[config.mk]
export PLATFORM = sky130hd
export DESIGN_NAME = pulse_stretcher
export DESIGN_NICKNAME = d
export VERILOG_FILES = /design/src/rtl/pulse_stretcher.sv
export SDC_FILE = /design/constraint.sdc
export NUM_CORES = 1
export LEC_CHECK = 0
export BUFFER_PORTS_ARGS = -buffer_cell sky130_fd_sc_hd__buf_2
export CAP_MARGIN = 5
export CORE_MARGIN = 5
export CORE_UTILIZATION = 43
export CTS_BUF_LIST = sky130_fd_sc_hd__clkbuf_8 sky130_fd_sc_hd__clkbuf_16
export DETAILED_ROUTE_END_ITERATION = 8
export PLACE_DENSITY = 0.6
export SETUP_SLACK_MARGIN = 0.2
export SLEW_MARGIN = 20
export SYNTH_ARGS = -nofsm -noshare
export SYNTH_HDL_FRONTEND = slang
export SYNTH_SLANG_ARGS = --single-unit
[constraint.sdc]
create_clock -name clk -period 1.9 [get_ports clk]
set_input_delay 0.095 -clock clk [delete_from_list [all_inputs] [get_ports clk]]
set_output_delay 0.095 -clock clk [all_outputs]
set_load 0.01 [all_outputs]
[src/rtl/pulse_stretcher.sv]
// pulse_stretcher: turns single-cycle ticks into level pulses of programmable length,
// separated by at least GAP low cycles, queuing or retriggering on overlapping ticks.
module pulse_stretcher #(
    parameter int W      = 8,
    parameter int GAP    = 1,
    parameter int PEND_W = 2
) (
    input  logic         clk,
    input  logic         rst,
    input  logic         tick,
    input  logic [W-1:0] len,
    input  logic         retrig,
    output logic         sig,
    output logic         busy,
    output logic         done,
    output logic         overflow
);
    typedef enum logic [1:0] {IDLE, HIGH, LOW_GAP} state_t;
    state_t            r_state;
    logic [W-1:0]      r_cnt;
    logic [7:0]        r_gcnt;
    logic [PEND_W-1:0] r_pend;
    logic [W-1:0]      w_load;
    logic              w_queue;
    assign w_load  = (len == '0) ? '0 : len - 1'b1;
    assign w_queue = tick && ((r_state == HIGH && !retrig) || (r_state == LOW_GAP && r_gcnt != '0));
    assign busy    = r_state != IDLE;
    always_ff @(posedge clk or posedge rst) begin
        if (rst) begin
            r_state  <= IDLE;
            r_cnt    <= '0;
            r_gcnt   <= '0;
            r_pend   <= '0;
            sig      <= 1'b0;
            done     <= 1'b0;
            overflow <= 1'b0;
        end else begin
            done     <= 1'b0;
            overflow <= 1'b0;
            // a saturated queue drops the tick and reports it
            if (w_queue) begin
                if (&r_pend) overflow <= 1'b1;
                else         r_pend   <= r_pend + 1'b1;
            end
            case (r_state)
                IDLE: begin
                    if (tick) begin
                        sig     <= 1'b1;
                        r_cnt   <= w_load;
                        r_state <= HIGH;
                    end
                end
                HIGH: begin
                    if (tick && retrig) begin
                        r_cnt <= w_load;
                    end else if (r_cnt == '0) begin
                        sig     <= 1'b0;
                        done    <= 1'b1;
                        r_gcnt  <= 8'(GAP - 1);
                        r_state <= LOW_GAP;
                    end else begin
                        r_cnt <= r_cnt - 1'b1;
                    end
                end
                LOW_GAP: begin
                    if (r_gcnt != '0) begin
                        r_gcnt <= r_gcnt - 1'b1;
                    end else if (tick || r_pend != '0) begin
                        sig     <= 1'b1;
                        r_cnt   <= w_load;
                        r_state <= HIGH;
                        if (!tick) r_pend <= r_pend - 1'b1;
                    end else begin
                        r_state <= IDLE;
                    end
                end
                default: r_state <= IDLE;
            endcase
        end
    end
endmodule
==> run summary <==
status - finished, final reports clean
sequential fraction of the synthesis area - 0.3908
Detail Placement HPWL - 2463 µm
First-pass DRT Iterations - 4
CTS tree - done
Final Cell Area - 0.002016 mm²
most frequent cell on the critical path - inv_2
layout cells sized above 1 - 0.4070
Max H-tree Level - 1
fill count - 296
initial DRC count - 77
largest net degree at the start of global routing - 24
leak pwr - 0.8906 nW
clock insertion delay at the later pin of the skew report - 0.26 ns
Setup CP Type - register to register
Reg area - 575.6 µm²
RSZ-0062 raised after global routing - yes
drt via density - 5.331
area leader, netlist - dfrtp_1
Post-route DRC - 0
Gate Count Post-Synth - 155
final slew viol count - 0
max incr delay on CP - 0.40 ns
startpoint types - register
floorplan row count - 21
final WL - 3679 µm
number of synthesis warnings - 0
dominant cells by area after synthesis - dfrtp_1, ha_1, nor2_1
final hold violations - 0
CP max-delay cell - dfrtp_1
Synth cell types - 43
HP Class - primary input to register
CTS clk-pin slew, worst paths - 0.08 ns
n_diodes - 0
fin crit share - 0.9558
Synth Area per Inst - 9.501 µm²
Async S/R FF share, synth - 1.000
Mapped Area - 0.001473 mm²
Mapped Nets - 176
Fin Hold WS - 0.2640 ns
gp weighted congestion - 0.8693
GRT Total Usage - 0.1717
CP Capture Type - register
Max FO, Critical Path - 4
Core Region - 0.003337 mm²
Synth Flop Type - dfrtp_1
clock skew - 0.001107 ns
number of port buffers - 15
P&R area growth vs syn - 36.87%
maximum vdd drop - 0.0006311 V
Design Power - 2.609 mW
top-count cell post-synth - dfrtp_1
Yosys top cell area share - 0.3908
Routed Antenna Nets - 0
DP Area - 0.001710 mm²
die area - 0.004695 mm²
DIE HEIGHT - 68.52 µm
global-route wire length before repair - 6044 µm
Post-synth top cells - dfrtp_1, nor2_1, inv_1
Root Buffer - clkbuf_8
CTS Buf Count - 3
via count of the first global-routing pass - 1,396
grt total ovfl - 0
power density cells - 1294 mW/mm²
flops & latches, synth - 23
Starting Density - 0.4413
Slew @ Worst Pin - 0.5323 ns
max_cap viols - 0
antenna violations before repair - 0
drt wl/cell - 15.02 µm
DIE WIDTH - 68.52 µm
Final Setup Violations - 0
worst relative slew slack - 0.6452
clock tree sinks - 23
area used by multi-input combinational logic - 988.4 µm²
worst path cell trace - inv_2 -> ha_4 -> nor4b_4 -> nand2_2 -> a22oi_2 -> nand2b_1 -> inv_2 -> mux2_4
Crit path arrival time - 1.97 ns
routed vias - 1,306
fin crit period - 1.816 ns
Post-synth EDFFs - 0
fmax - 550.6 MHz
# IOs - 16
Critical Path RT - 2.05 ns
final net count - 221
CTS Buffer Depth - 2
-- sequential cells by signal, indices dropped and copies added, names as in the netlist --
signal,count
r_gcnt,8
r_pend,2
r_state,2
done,1
sig,1
r_cnt,8
overflow,1
-- layout by cell type, fill, tap and decap left out, types with 2 or more instances in the layout --
cell,count
buf_4,22
o21ai_2,4
clkbuf_8,3
mux2_2,2
xnor2_1,3
dfrtp_1,23
nor2b_1,2
o22ai_1,2
buf_2,15
ha_4,2
mux2_4,2
or4b_4,2
buf_6,4
o21ai_0,4
and4b_1,2
nor3_1,4
o21ai_1,3
nand2b_1,4
nand3b_1,2
nor2_1,16
mux2i_1,3
nor4b_4,2
o32a_2,2
o31ai_2,3
inv_2,3
ha_1,7
nor4_1,2
a21oi_1,6
inv_1,11
or3_1,4
xor2_1,7
nand2_4,2
nand2_1,4
-- logic make-up after synthesis --
family	count (synthesis)	share of synthesized area
AOI/OAI and AO/OA	35	0.1555
DFF	23	0.3908
muxes	7	0.05608
buffers and inverters	16	0.04248
and+or+nand+nor	55	0.2192
adders and majority gates	9	0.07647
xor gates and xnor gates	10	0.05948
-- worst paths after layout --
check                           from        end  slack (ns)  cells after the start
min                             tick   overflow        0.26                      4
max reg2reg                r_gcnt[1]   r_cnt[0]        0.08                      8
min in group asynchronous        rst       done        0.39                      4
max                        r_gcnt[1]   r_cnt[0]        0.08                      8
min reg2reg                 r_cnt[7]   r_cnt[7]        0.53                      2
max in group asynchronous        rst  r_gcnt[2]        1.27                      4
-- critical path: cells and delay by family (launching register included) --
kind / cells / cell delay, ns
flip-flops: 1 / 0.40
adder cells (fa/ha/maj): 1 / 0.13
AND/OR/NAND/NOR: 3 / 0.48
buffers and inverters: 2 / 0.18
AO/OA/AOI/OAI: 1 / 0.21
multiplexers: 1 / 0.30
-- final cells by class --
| type | instances | share of cell area |
|---|---|---|
| inverters | 14 | 0.02607 |
| flip-flops and latches | 23 | 0.2855 |
| clock inverters | 1 | 0.002483 |
| multi-input cells | 116 | 0.4904 |
| repair buffers | 42 | 0.1465 |
| well taps | 46 | 0.02855 |
| clock buffers | 3 | 0.02048 |
-- power breakdown --
| part | internal, mW | switching, mW |
|---|---|---|
| logic | 0.712 | 0.655 |
| registers | 0.686 | 0.248 |
| clock network | 0.146 | 0.161 |
-- what timing repair did --
item,4_1_cts,5_1_grt
pin swaps,10,9
buffers inserted,11,4
resized for setup,12,24
setup endpoints to repair,13,16
hold endpoints to repair,23,0
hold buffers,1,0
-- per-stage QoR --
step / instances / TNS [ns] / util / worst slack [ns]
final: 245 / 0 / 0.6040 / 0.08395
after global routing: 245 / -0.07914 / 0.6040 / -0.03652
after CTS: 241 / 0 / 0.5666 / 0.1032
after detailed placement: 225 / 0 / 0.5126 / 0.02867
after global placement: 225 / 0 / 0.5126 / 0.06410
after floorplan: 155 / 0 / - / 0.08926
-- routing by layer --
layer	up-vias	track usage	wire length, µm
met2	23	0.2956	1860
met3	8	0.03079	101
met4	0	0.07444	68
li1	645	-	-
met1	630	0.2081	1649
met5	-	0	0
Power figures use the tool's default switching activity.
